==> src/rtl/seven_seg_scanner_pkg.sv <==
// seven_seg_scanner_pkg: shared constants, FSM states, segment table and BCD helper
package seven_seg_scanner_pkg;
  localparam int NUM_DIGITS = 4;
  localparam int BCD_W = 4;
  localparam logic [13:0] MAX_VALUE = 14'd9999;
  typedef enum logic [1:0] {IDLE, CONV, DONE} state_t;
  localparam logic [9:0][6:0] SEG_TABLE = {
    7'h6F, 7'h7F, 7'h07, 7'h7D, 7'h6D, 7'h66, 7'h4F, 7'h5B, 7'h06, 7'h3F
  };
  function automatic logic [15:0] add3(input logic [15:0] b);
    logic [15:0] r;
    r = b;
    for (int i = 0; i < NUM_DIGITS; i++)
      r[BCD_W*i +: BCD_W] = b[BCD_W*i +: BCD_W] >= 4'd5 ? b[BCD_W*i +: BCD_W] + 4'd3 : b[BCD_W*i +: BCD_W];
    return r;
  endfunction
endpackage

==> src/rtl/seven_seg_scanner_if.sv <==
// seven_seg_scanner_if: load/value handshake and display pin bundle
interface seven_seg_scanner_if;
  logic        load;
  logic [13:0] value;
  logic [3:0]  dp_mask;
  logic        busy;
  logic [3:0]  an;
  logic [6:0]  seg;
  logic        dp;
  modport master (output load, value, dp_mask, input busy, an, seg, dp);
  modport slave (input load, value, dp_mask, output busy, an, seg, dp);
endinterface

==> src/rtl/seven_seg_scanner_bin2bcd_seq.sv <==
// bin2bcd_seq: sequential double-dabble converter, one bit per cycle, saturating at 9999
module bin2bcd_seq
  import seven_seg_scanner_pkg::*;
(
  input  logic        clk,
  input  logic        rst,
  input  logic        start,
  input  logic [13:0] bin,
  output logic        busy,
  output logic        done,
  output logic [15:0] bcd
);
  state_t state, state_n;
  logic [13:0] sh;
  logic [3:0]  cnt;
  always_ff @(posedge clk or posedge rst)
    if (rst) state <= IDLE;
    else state <= state_n;
  always_comb begin
    state_n = state == IDLE ? (start ? CONV : IDLE) :
              state == CONV ? (cnt == 4'd13 ? DONE : CONV) : IDLE;
    busy = state != IDLE;
    done = state == DONE;
  end
  always_ff @(posedge clk or posedge rst)
    if (rst) begin
      sh  <= '0;
      bcd <= '0;
      cnt <= '0;
    end else if (state == IDLE && start) begin
      sh  <= bin > MAX_VALUE ? MAX_VALUE : bin;
      bcd <= '0;
      cnt <= '0;
    end else if (state == CONV) begin
      {bcd, sh} <= {add3(bcd), sh} << 1;
      cnt <= cnt + 4'd1;
    end
endmodule

==> src/rtl/seven_seg_scanner.sv <==
// seven_seg_scanner: 4-digit multiplexed 7-segment driver with BCD conversion and blank gap
module seven_seg_scanner
  import seven_seg_scanner_pkg::*;
#(
  parameter int SLOT_CYCLES  = 100000,
  parameter int BLANK_CYCLES = 1000,
  parameter bit ACTIVE_LOW   = 1'b1
) (
  input logic clk,
  input logic rst,
  seven_seg_scanner_if.slave bus
);
  localparam int CW = $clog2(SLOT_CYCLES);
  logic          start, done, busy, on, dp_h;
  logic [15:0]   bcd, dig;
  logic [3:0]    dp_pend, dpm, lit, show, an_h;
  logic [6:0]    seg_h;
  logic [CW-1:0] cnt;
  logic [1:0]    idx;
  assign start = bus.load & ~busy;
  assign bus.busy = busy;
  bin2bcd_seq u_conv (
    .clk(clk), .rst(rst), .start(start), .bin(bus.value),
    .busy(busy), .done(done), .bcd(bcd)
  );
  for (genvar k = 0; k < NUM_DIGITS; k++) begin : g_lit
    assign lit[k] = |dig[BCD_W*k +: BCD_W] | dpm[k];
  end
  always_ff @(posedge clk or posedge rst)
    if (rst) begin
      dp_pend <= '0;
      dpm     <= '0;
      dig     <= '0;
    end else begin
      if (start) dp_pend <= bus.dp_mask;
      if (done) begin
        dig <= bcd;
        dpm <= dp_pend;
      end
    end
  always_ff @(posedge clk or posedge rst)
    if (rst) begin
      cnt <= '0;
      idx <= '0;
    end else begin
      cnt <= cnt == CW'(SLOT_CYCLES - 1) ? '0 : cnt + 1'b1;
      if (cnt == CW'(SLOT_CYCLES - 1)) idx <= idx + 2'd1;
    end
  always_comb begin
    show  = {lit[3], |lit[3:2], |lit[3:1], 1'b1};
    on    = cnt >= CW'(BLANK_CYCLES) && show[idx];
    an_h  = on ? 4'b0001 << idx : 4'b0000;
    seg_h = on ? SEG_TABLE[dig[{idx, 2'b00} +: 4]] : 7'h00;
    dp_h  = on & dpm[idx];
  end
  always_ff @(posedge clk or posedge rst)
    if (rst) begin
      bus.an  <= {4{ACTIVE_LOW}};
      bus.seg <= {7{ACTIVE_LOW}};
      bus.dp  <= ACTIVE_LOW;
    end else begin
      bus.an  <= an_h ^ {4{ACTIVE_LOW}};
      bus.seg <= seg_h ^ {7{ACTIVE_LOW}};
      bus.dp  <= dp_h ^ ACTIVE_LOW;
    end
endmodule

==> src/flat_wrapper.sv <==
// flat-port wrapper written by rule: the top's interface ports become plain ports
module seven_seg_scanner_flat import seven_seg_scanner_pkg::*;
#(
  parameter int SLOT_CYCLES  = 100000,
  parameter int BLANK_CYCLES = 1000,
  parameter bit ACTIVE_LOW   = 1'b1
)
  (clk, rst, bus_load, bus_value, bus_dp_mask, bus_busy, bus_an, bus_seg, bus_dp);
  seven_seg_scanner_if bus_i ();
  input logic clk;
  input logic rst;
  input wire logic [$bits(bus_i.load)-1:0] bus_load;
  input wire logic [$bits(bus_i.value)-1:0] bus_value;
  input wire logic [$bits(bus_i.dp_mask)-1:0] bus_dp_mask;
  output wire logic [$bits(bus_i.busy)-1:0] bus_busy;
  output wire logic [$bits(bus_i.an)-1:0] bus_an;
  output wire logic [$bits(bus_i.seg)-1:0] bus_seg;
  output wire logic [$bits(bus_i.dp)-1:0] bus_dp;
  assign bus_i.load = bus_load;
  assign bus_i.value = bus_value;
  assign bus_i.dp_mask = bus_dp_mask;
  assign bus_busy = bus_i.busy;
  assign bus_an = bus_i.an;
  assign bus_seg = bus_i.seg;
  assign bus_dp = bus_i.dp;
  seven_seg_scanner #(.SLOT_CYCLES(SLOT_CYCLES), .BLANK_CYCLES(BLANK_CYCLES), .ACTIVE_LOW(ACTIVE_LOW)) u_core (.clk(clk), .rst(rst), .bus(bus_i));
endmodule
==> config.mk <==
export PLATFORM = sky130hd
export DESIGN_NAME = seven_seg_scanner_flat
export DESIGN_NICKNAME = d
export VERILOG_FILES = /design/src/rtl/seven_seg_scanner_pkg.sv /design/src/rtl/seven_seg_scanner_if.sv /design/src/rtl/seven_seg_scanner_bin2bcd_seq.sv /design/src/rtl/seven_seg_scanner.sv /design/src/flat_wrapper.sv
export SDC_FILE = /design/constraint.sdc
export NUM_CORES = 1
export LEC_CHECK = 0
export CORE_MARGIN = 2
export CORE_UTILIZATION = 50
export CTS_CLUSTER_DIAMETER = 120
export DETAILED_ROUTE_END_ITERATION = 7
export GPL_TIMING_DRIVEN = 0
export PLACE_DENSITY_LB_ADDON = 0.12
export SLEW_MARGIN = 20
export SYNTH_ARGS = -nofsm -noshare
export SYNTH_HDL_FRONTEND = slang
export SYNTH_SLANG_ARGS = --single-unit
==> constraint.sdc <==
create_clock -name clk -period 5.97 [get_ports clk]
set_clock_uncertainty 0.15 [all_clocks]
set_input_delay 0.8955 -clock clk [delete_from_list [all_inputs] [get_ports clk]]
set_output_delay 0.8955 -clock clk [all_outputs]
set_load 0.02 [all_outputs]
## Word level (Yosys, flattened, before mapping)

Memories as Yosys holds them, arrays and structs flattened.
Cells that the tools add are included.

| storage, ports and cells | value |
|---|---|
| ROM bits | 112 |
| logic and storage cells | 76 |
| memories kept | 1 |
| input bits | 21 |
| output and inout bits | 13 |
| flip-flop bits (word level) | 91 |

Memory list:

| name | words | bits a word | read ports | clocked after memory_dff | wr ports | RTL line | RTL |
|---|---|---|---|---|---|---|---|
| (no name shown) | 16 | 7 | 1 | 0 | 0 | seven_seg_scanner.sv:53 | `seg_h = on ? SEG_TABLE[dig[{idx, 2'b00} +: 4]] : 7'h00;` |

| cells by class | value |
|---|---|
| eq/ne operators | 4 |
| muxes and demuxes | 23 |
| $add $sub $neg | 7 |
| shift-type cells | 2 |
| order comparisons | 8 |
| reduce and logical (&&, ||, !) cells | 10 |
| bitwise logic cells | 9 |

Operators by type and width:

| operator | number |
|---|---|
| 14-bit 2-to-1 mux | 3 |
| 16-bit 2-to-1 mux | 2 |
| 4-bit 2-to-1 mux | 6 |
| 17-bit by 1-bit adder with 17-bit output, second input constant | 1 |
| 17-bit equality test, second input constant | 1 |
| 17-bit by 10-bit greater-or-equal comparator with 1-bit output, second input constant | 1 |
| 17-bit 2-to-1 mux | 1 |
| 4-bit by 3-bit greater-or-equal comparator with 1-bit output, second input constant | 4 |
| 16-bit by 5-bit indexed part select with 4-bit output | 1 |
| 14-bit greater-than comparator, second input constant | 1 |
| 7-bit 2-to-1 mux | 2 |
| 4-bit by 2-bit adder with 4-bit output, second input constant | 3 |
| 4-bit OR reduction | 3 |
| 7-bit NOT | 1 |
| 2-bit 2-to-1 mux | 3 |
| 4-bit by 5-bit < comparator with 1-bit output, second input constant | 1 |
| 4-bit by 1-bit adder with 4-bit output, second input constant | 1 |
| 1-bit binary-select mux with 2-bit select | 2 |
| 4-bit equality test, second input constant | 1 |
| 4-bit NOT | 1 |
| 2-bit nonzero test | 2 |
| 1-bit by 2-bit left shift with 4-bit output, first input constant | 1 |
| 3-bit by 2-bit adder with 3-bit output, second input constant | 1 |
| 2-bit by 3-bit < comparator with 1-bit output, second input constant | 1 |
| other kinds (12) | 19 |

## Longest topological paths before layout

Gate-level depths: netlist of the first run.

| depth | value |
|---|---|
| depth in word-level cells | 8 |
| mapped depth | 7 |
| mapped depth without buffers | 6 |

## Cells and area by module

A second synthesis of the first run with hierarchy kept.

| second synthesis, totals | value |
|---|---|
| cell total of the unflattened synthesis | 406 |
| area, all modules | 4645.7 µm² |

Modules (own cells, without submodules):

| module | area each (µm²) | cells an instance | sequential area each (µm²) | instances |
|---|---|---|---|---|
| seven_seg_scanner | 2677.6 | 205 | 1391.3 | 1 |
| bin2bcd_seq | 1968.1 | 201 | 900.9 | 1 |

## Worst setup path after synthesis of the first run

OpenSTA, ideal clock, no wires.

| timing | value |
|---|---|
| path kind | input to register |
| start point | input port bus_load |
| end point | register u_core.u_conv.bcd[8] |
| stages on the path | 5 |
| setup time | 133 ps |
| data required time | 5687 ps |
| arrival time | 1897 ps |
| path buffers | 2 |
| setup slack | 3790 ps |
| path through | or3b_2 > clkbuf_1 > buf_1 > nand3_1 > o21ai_0 |

| on the way | value |
|---|---|
| word-level cells in the longest chain between the ends | 3 |
| elaborated cells on any way between the ends | 4 |
| classes of those cells | mux: 1; bitwise: 1; reduce/logical: 2 |

Ends and longest elaborated chain:

| item | RTL line | RTL |
|---|---|---|
| from (decl) | flat_wrapper.sv:12 | `input wire logic [$bits(bus_i.load)-1:0] bus_load;` |
| 1-bit bitwise AND (*) | seven_seg_scanner.sv:20 | `assign start = bus.load & ~busy;` |
| 1-bit logical AND (*) | seven_seg_scanner_bin2bcd_seq.sv:30 | `end else if (state == IDLE && start) begin` |
| 16-bit 2-to-1 mux / 2-bit nonzero test (equally long branches) | -- |  |
| to (signal assigned) | seven_seg_scanner_bin2bcd_seq.sv:35 | `{bcd, sh} <= {add3(bcd), sh} << 1;` |
| to (decl) | seven_seg_scanner_bin2bcd_seq.sv:11 | `output logic [15:0] bcd` |

Every way passes the cells marked *; elsewhere a longest branch is shown, timed or not.
A chain may end at the register's enable or synchronous reset.

## Final worst setup path of the first run

| timing | value |
|---|---|
| start point | register u_core.u_conv.state[0] |
| end point | output port bus_busy |

| on the way | value |
|---|---|
| word-level cells in the longest chain between the ends | 1 |

Ends and longest elaborated chain:

| item | RTL line | RTL |
|---|---|---|
| from (decl) | seven_seg_scanner_bin2bcd_seq.sv:13 | `state_t state, state_n;` |
| from (signal assigned) | seven_seg_scanner_bin2bcd_seq.sv:18 | `else state <= state_n;` |
| 2-bit nonzero test | seven_seg_scanner_bin2bcd_seq.sv:22 | `busy = state != IDLE;` |
| to (decl) | flat_wrapper.sv:15 | `output wire logic [$bits(bus_i.busy)-1:0] bus_busy;` |

No other way between the ends.

==> results.cfg, run 1 <==
[place]
dp_hpwl_um = 6170
dp.cells = 551
gp_congestion = 0.818
io_buffers = 32
dpl_cell_area_sq_um = 4900

[worst_setup_path]
crit_fanout = 6
r2r-start = u_core.cnt[0]$_DFF_PP0_
setup.worst_path.start = u_core.u_conv.state[0]$_DFF_PP0_
crit_path_end_kind = primary output
crit_type = flip-flop to primary output
critPathLaunchType = flip-flop
reg2reg_depth = 5
cp.arrival_ns = 1.64
worstPathRequired_ns = 4.92

[logic_synthesis]
ys_top_cells_by_area = dfrtp_1 (45%), dfstp_2 (7.1%), ha_1 (5.9%), o21ai_0 (4.5%), mux2_2 (4.3%)
seq_area_frac_synth_pct = 51.8
synth_top_area_share_pct = 44.7
synthesis.nets = 452
syn_inst = 410
synth_area_per_cell_sq_um = 10.8
synth_edf_count = 0
ys_seq_elements = 91
yosysUniqueCellTypes = 53
synth_flop_cell = dfrtp_1
synthArstFlopShare_pct = 100
synth-warning-count = 0
synth_area_sq_um = 4420
yosysTopAreaCell = dfrtp_1

[grt]
grt_use_met3_pct = 3.87
grt_antenna_before_repair = 0
grt_pass1_vias = 3015
grt.met1_usage_pct = 26.3
globalRouteOverflowTotal = 0
grt_pass1_wl_um = 14600
grtUsageMet2_pct = 30.0
grt_usage_pct = 19.1
grt_max_degree = 56
busiest_layer = met2

[hold_path]
whs_path_depth = 2
worstHoldStart = u_core.dp_pend[1]$_DFFE_PP0P_
worstHoldPathType = flip-flop to flip-flop

[clock_tree]
clk_pin_slew_worst_paths_ns = 0.09
clk_latency_ns = 0.35
htree_levels = 3
cts_resized = 0
ctsHoldBuffers = 0
clockBufferDepth = 2
cts_root_buf = clkbuf_8
clkSinkCount = 91
post_cts_buffers = 0
cts_buffers = 9
cts_tree = done

[finish]
design_area_sq_um = 5080
area_delta_synth_final_pct = 14.9
nets = 496
fin_cells = 567
drive_gt1_share_pct = 13.9
antenna_cells = 0

[routing]
detail-route-antenna-nets = 0
wl_per_cell_um = 14.8
initialDrtViolationCount = 174
drtPass1Iterations = 4
drcViolationCount = 0
wirelength_um = 8410
vias = 3098
via_per_inst = 5.46

[sta]
setup_viol = 0
rsz0062_at_grt = false
maxSlewHeadroom_pct = 56.6
totalNegativeSetupSlack_ns = 0
drv_slew = 0
finalHoldViolations = 0
clock.fmax_mhz = 372
fin_crit_ns = 2.69
timing.final.crit_share_pct = 45.0
hold_ws_ns = 0.335
tightest_slew_ns = 0.651

[power_and_ir_drop]
power_density_nw_per_um2 = 403
peakVddDrop_mv = 0.229
leakagePower_nw = 2.21
power_w = 0.00205

[run_status]
status = finished, final reports clean

[die]
initial_core_util_pct = 51.2
pin_count = 34
core_area_sq_um = 8640
die_area_sq_um = 9610
die-width_um = 98.1
die_h_um = 98.1
rows = 34

[run]
drv_cap = 0
flip-flops by register name, indices dropped and copies added (netlist names):
register	count
u_core.cnt	17
u_core.u_conv.sh	14
u_core.u_conv.cnt	4
u_core.u_conv.state	2
u_core.dpm	4
u_core.idx	2
u_core.u_conv.bcd	16
u_core.dig	16
u_core.dp_pend	4
u_core.bus.an	4
u_core.bus.seg	7
u_core.bus.dp	1
placed cells by master, fill, tap and decap left out, drive strengths merged, types with 6 or more instances in the layout:
cell type and instances:
nor2 18, dfstp 12, o21ai 43, dfrtp 79, a22oi 8, nand3 22, mux2 18, buf 7
nand2 45, inv 19, nand2b 6, a21oi 21, xnor2 14, ha 21, clkdlybuf4s50 32, nor3 6
clkbuf 20
final cells by class:
type / instances / area [sq um]
Fill cell: 737 / 3560
Sequential cell: 91 / 2290
Multi-Input combinational cell: 284 / 1980
Timing Repair Buffer: 33 / 340
Clock buffer: 10 / 138
Tap cell: 108 / 135
Buffer: 16 / 80.1
Inverter: 19 / 73.8
Clock inverter: 6 / 41.3
through the flow:
stage          utilization, %  setup slack (ns)
5_1_grt                  58.8              3.20
2_1_floorplan               -              2.58
4_1_cts                  58.8              3.26
3_5_place_dp             56.8              2.94
3_3_place_gp             56.5              1.19
6_report                 58.8              3.28
final timing paths:
kind / slack, ns / to
worst max-delay path: 3.28 / bus_busy
worst min-delay path: 0.33 / u_core.dp_pend[1]$_DFFE_PP0P_
worst max register to register: 3.87 / u_core.idx[1]$_DFFE_PP0N_
worst min register to register: 0.33 / u_core.dp_pend[1]$_DFFE_PP0P_
max in group asynchronous: 4.20 / u_core.u_conv.bcd[15]$_DFFE_PP0P_
min in group asynchronous: 0.84 / u_core.cnt[14]$_DFF_PP0_
kinds of logic (layout without fill, tap and decap cells):
group / after synthesis / count (layout) / synth area share [%]
buffers and inverters: 35 / 84 / 3.42
AND/OR/NAND/NOR: 127 / 127 / 14.5
AO/OA/AOI/OAI: 91 / 91 / 12.7
multiplexers: 27 / 27 / 8.01
flip-flops: 91 / 91 / 51.8
XOR/XNOR: 18 / 18 / 3.56
adder cells (fa/ha/maj): 21 / 21 / 5.94
critical path: stages (launching register included):
cell and delay (ns):
dfrtp_1 0.42, or2_2 0.32, clkdlybuf4s50_1 0.54
where the power goes:
| group | internal [W] | leakage (nW) | switching [W] |
|---|---|---|---|
| Sequential | 0.000806 | 1.12 | 0.000147 |
| Clock | 0.000162 | 0.0843 | 0.000217 |
| Combinational | 0.000322 | 1.00 | 0.000391 |
| Total | 0.00129 | 2.21 | 0.000755 |
cells in the mapped netlist, types with 2 or more instances:
cell	instances
o21ai_1	2
dfrtp_1	79
nand2_1	45
ha_1	21
nor2b_1	2
buf_1	3
and3_1	2
or4_1	4
xor2_1	4
xnor2_1	14
dfstp_2	12
and4_1	3
and2_1	2
nand3_1	22
or2_2	2
inv_1	19
mux4_2	2
o22ai_1	4
a32o_1	2
mux2_2	17
nor3_1	6
mux4_1	2
mux2i_1	5
nor3b_1	4
nand2b_1	6
a22oi_1	8
clkbuf_1	9
o31ai_1	5
nand4_1	4
a21oi_1	21
nor2_1	17
o21ai_0	40
buf_2	2
routing by layer:
layer,wire [um],part of all wire [%]
met1,4000,48
met2,3990,47
met3,280,3.3
met4,137,1.6
met5,0,0
No activity file was read; power rests on OpenSTA's default activity.
==> run 2: changes to the inputs <==
Clock period 5.97 ns to 2.5 ns, I/O delays scaled along.
==> results.cfg, run 2 (synthesized netlist as in run 1, its figures left out) <==
[sta]
timing.final.crit_share_pct = 86.6
clock.fmax_mhz = 462
final.setup.worst_slack_ns = 0.335
rsz0062_at_grt = false
setup_viol = 0
maxSlewHeadroom_pct = 60.5
totalNegativeSetupSlack_ns = 0
hold_ws_ns = 0.264
drv_slew = 0
tightest_slew_ns = 0.588
finalHoldViolations = 0
fin_crit_ns = 2.16

[grt]
globalRouteOverflowTotal = 0
grt_usage_pct = 19.7
grt_max_degree = 29
grt_pass1_wl_um = 15200
grt_antenna_before_repair = 0
grt_pass1_vias = 3174

[place]
gp_congestion = 0.821
dp.cells = 553
io_buffers = 32
dp_hpwl_um = 6470
pre_cts_ws_ns = 0.0453

[worst_setup_path]
r2r_slack_ns = 0.41
reg2reg_depth = 4
crit_path_end_kind = primary output
worstPathRequired_ns = 1.98
crit_type = flip-flop to primary output
r2r-end = u_core.idx[1]$_DFFE_PP0N_
crit_fanout = 6
setup.worst_path.start = u_core.u_conv.state[0]$_DFF_PP0_
r2r-start = u_core.cnt[13]$_DFF_PP0_
critPathLaunchType = flip-flop
cp.arrival_ns = 1.64

[finish]
layout_commonest_cell = dfrtp_1
fin_cells = 569
seqCellArea_sq_um = 2290
final_cell_mix = dfrtp_1 (79), nand2_1 (45), o21ai_0 (40)
antenna_cells = 0
largest_reg_flops = 17
drive_gt1_share_pct = 13.9
area_delta_synth_final_pct = 16.9
reg_top3 = u_core.cnt (17), u_core.dig (16), u_core.u_conv.bcd (16)
largest-register = u_core.cnt
nets = 498
multiInputGateArea_sq_um = 1980
nFillCells = 725

[routing]
wl_per_cell_um = 15.1
drcViolationCount = 0
vias = 3143
wl_met1_um = 4070
initialDrtViolationCount = 175
via_per_inst = 5.52
detail-route-antenna-nets = 0
drtPass1Iterations = 4
highest_layer = met4
route.met3.wl_um = 311
wl_met2_um = 4100
wirelength_um = 8620

[power_and_ir_drop]
p_sw_share_pct = 35.3
pwr-share-comb_pct = 33.8
leakagePower_nw = 2.25
power_density_nw_per_um2 = 987
power_w = 0.00510
p_switching_w = 0.00180
peakVddDrop_mv = 0.472
pwr-share-seq_pct = 44.7
intPower_w = 0.00330
power.share.clock_pct = 21.6

[clock_tree]
clk_latency_ns = 0.36
clkSinkCount = 91
ctsHoldBuffers = 0
cts_root_buf = clkbuf_8
clockBufferDepth = 2
post_cts_buffers = 0
cts_resized = 0
htree_levels = 3
clk_pin_slew_worst_paths_ns = 0.09
cts_buffers = 9
cts_tree = done

[die]
pin_count = 34
die_area_sq_um = 9610
rows = 34
die-width_um = 98.1
core_area_sq_um = 8640
die_h_um = 98.1
initial_core_util_pct = 51.2

[run_status]
status = finished, final reports clean

[hold_path]
worstHoldPathType = input pin to asynchronous set/reset pin

[run]
drv_cap = 0
## run 2: cell types whose count changed in the layout (fill, tap and decap cells not counted)
cell	change
bufinv_16	+2
buf_16	+1
clkinvlp_4	-2
inv_4	-1
clkbuf_1	+2
buf_12	+1
clkinv_2	-1
## run 2: area by class of cell
class	instances	share of cell area, %
Timing Repair Buffer	35	7.50
Inverter	19	1.45
Sequential cell	91	44.3
Multi-Input combinational cell	284	38.3
Clock inverter	4	1.43
Buffer	16	1.55
Tap cell	108	2.61
Clock buffer	12	2.81
## run 2: how the worst max path moves through the flow
stage,slack (ns),end
6_report,0.34,bus_busy
5_1_grt,0.25,u_core.u_conv.bcd[1]$_DFFE_PP0P_
4_1_cts,0.32,bus_busy
3_5_place_dp,0.05,u_core.u_conv.bcd[8]$_DFFE_PP0P_
3_3_place_gp,-0.05,u_core.u_conv.sh[9]$_DFFE_PP0P_
2_1_floorplan,0.60,u_core.bus.seg[3]$_DFF_PP1_
## run 2: worst max-delay path: stages, from the launching register on
cell and delay, ns:
dfrtp_1 0.42, or2_2 0.32, clkdlybuf4s50_1 0.54
## run 2: through the flow
stage | instance area [sq um] | utilization, %
3_5_place_dp | 4950 | 57.3
2_1_floorplan | 4430 | -
6_report | 5170 | 59.9
4_1_cts | 5170 | 59.9
5_1_grt | 5170 | 59.9
3_3_place_gp | 4880 | 56.5
## run 2: per-layer routing
metal	track usage, %	vias to the layer above
li1	-	1540
met1	26.7	1535
met2	32.0	57
met3	2.93	11
met4	7.91	0
met5	0	-
## run 2: power by group through the flow
stage                     Combinational (W)  Clock [W]  Sequential [W]
after floorplan                     0.00134          0         0.00218
after global routing                0.00198    0.00118         0.00235
after CTS                           0.00173    0.00112         0.00228
after detailed placement            0.00173          0         0.00231
after global placement              0.00165          0         0.00229
final                               0.00172    0.00110         0.00228
==> run 3: changes to the inputs <==
Settings changed: CORE_UTILIZATION 50 to 37.
==> results.cfg, run 3 (synthesized netlist as in run 1, its figures left out) <==
[run_status]
status = finished, final reports clean

[finish]
nets = 498
seqCellArea_sq_um = 2290
antenna_cells = 0
largest_reg_flops = 17
area_delta_synth_final_pct = 20.7
nFillCells = 1082
fin_cells = 604
multiInputGateArea_sq_um = 1980
layout_commonest_cell = dfrtp_1
largest-register = u_core.cnt
reg_top3 = u_core.cnt (17), u_core.dig (16), u_core.u_conv.bcd (16)
final_cell_mix = dfrtp_1 (79), nand2_1 (45), o21ai_0 (40)
drive_gt1_share_pct = 14.1

[clock_tree]
post_cts_buffers = 0
htree_levels = 3
ctsHoldBuffers = 0
cts_tree = done
clk_latency_ns = 0.35
cts_resized = 0
clockBufferDepth = 2
clk_pin_slew_worst_paths_ns = 0.07
cts_root_buf = clkbuf_16
cts_buffers = 9
clkSinkCount = 91

[sta]
timing.final.crit_share_pct = 85.7
maxSlewHeadroom_pct = 57.1
drv_slew = 0
setup_viol = 0
rsz0062_at_grt = false
final.setup.worst_slack_ns = 0.356
clock.fmax_mhz = 466
tightest_slew_ns = 0.641
fin_crit_ns = 2.14
finalHoldViolations = 0

[worst_setup_path]
r2r-end = u_core.idx[1]$_DFFE_PP0N_
crit_type = input pin to flip-flop
r2r-start = u_core.cnt[0]$_DFF_PP0_
crit_path_end_kind = flip-flop
reg2reg_depth = 5
cp.arrival_ns = 2.20
critPathLaunchType = input pin
crit_fanout = 10
r2r_slack_ns = 0.37
worstPathRequired_ns = 2.56

[die]
die_h_um = 113
die-width_um = 113
pin_count = 34
rows = 39
core_area_sq_um = 11600
initial_core_util_pct = 38.2
die_area_sq_um = 12800

[power_and_ir_drop]
pwr-share-comb_pct = 30.9
p_switching_w = 0.00188
peakVddDrop_mv = 0.411
intPower_w = 0.00371
pwr-share-seq_pct = 40.9
power.share.clock_pct = 28.1
p_sw_share_pct = 33.7
leakagePower_nw = 2.31
power_density_nw_per_um2 = 1050

[routing]
drcViolationCount = 0
wl_per_cell_um = 15.3
via_per_inst = 5.18
drtPass1Iterations = 4
detail-route-antenna-nets = 0
vias = 3126
initialDrtViolationCount = 128
wirelength_um = 9250

[hold_path]
whs_endpoint = u_core.u_conv.sh[1]$_DFFE_PP0P_
worstHoldPathType = input pin to flip-flop
worstHoldStart = bus_value[13]
whs_path_depth = 3

[grt]
grt_antenna_before_repair = 0
grt_pass1_wl_um = 15800
grt_max_degree = 31
grt_usage_pct = 15.9
globalRouteOverflowTotal = 0
grt_pass1_vias = 3079

[place]
gp_congestion = 0.743
dp_hpwl_um = 6700
pre_cts_ws_ns = 0.000684
dp.cells = 588
io_buffers = 32

[run]
drv_cap = 0
-- run 3: through the flow --
stage / TNS (ns) / cell area (sq um) / power [W] / util, % / hold WS (ns)
after global placement: -7.71 / 4930 / 0.00400 / 42.6 / 0.307
after CTS: 0 / 5340 / 0.00566 / 46.1 / 0.314
after detailed placement: 0 / 4990 / 0.00406 / 43.2 / 0.308
after floorplan: 0 / 4430 / 0.00353 / - / 0.289
after global routing: 0 / 5340 / 0.00601 / 46.1 / 0.360
final: 0 / 5340 / 0.00559 / 46.1 / 0.328
-- run 3: how the worst max path moves through the flow --
| stage | start | endpoint |
|---|---|---|
| 2_1_floorplan | u_core.idx[1]$_DFFE_PP0N_ | u_core.bus.seg[3]$_DFF_PP1_ |
| 3_3_place_gp | rst | u_core.u_conv.sh[9]$_DFFE_PP0P_ |
| 3_5_place_dp | bus_load | u_core.u_conv.bcd[9]$_DFFE_PP0P_ |
| 4_1_cts | u_core.u_conv.state[0]$_DFF_PP0_ | bus_busy |
| 5_1_grt | u_core.cnt[0]$_DFF_PP0_ | u_core.idx[1]$_DFFE_PP0N_ |
| 6_report | bus_load | u_core.u_conv.bcd[6]$_DFFE_PP0P_ |
-- run 3: area by class of cell --
type	instances	share of cell area [%]
clock inverter	5	1.88
sequential	91	43.0
timing repair buffer	35	7.27
buffer	16	1.50
tap	143	3.35
inverter	19	1.41
multi-input combinational	284	37.1
clock buffer	11	4.55
-- run 3: power groups by stage --
| stage | clock network, W | logic [W] | registers (W) |
|---|---|---|---|
| CTS | 0.00162 | 0.00176 | 0.00229 |
| global placement | 0 | 0.00169 | 0.00231 |
| finish | 0.00157 | 0.00173 | 0.00229 |
| floorplan | 0 | 0.00134 | 0.00218 |
| global route | 0.00168 | 0.00198 | 0.00236 |
| detailed placement | 0 | 0.00175 | 0.00231 |
-- run 3: worst max-delay path, cell delays in order --
cell and delay, ns:
clkdlybuf4s50_1 0.49, or3b_2 0.46, clkbuf_1 0.27, buf_1 0.35, nand3_1 0.16, o21ai_0 0.10
-- run 3: layer usage --
metal,wire length [um],track usage [%]
met2,4270,24.8
met3,272,3.11
met1,4510,21.5
met5,0,0
met4,191,7.07
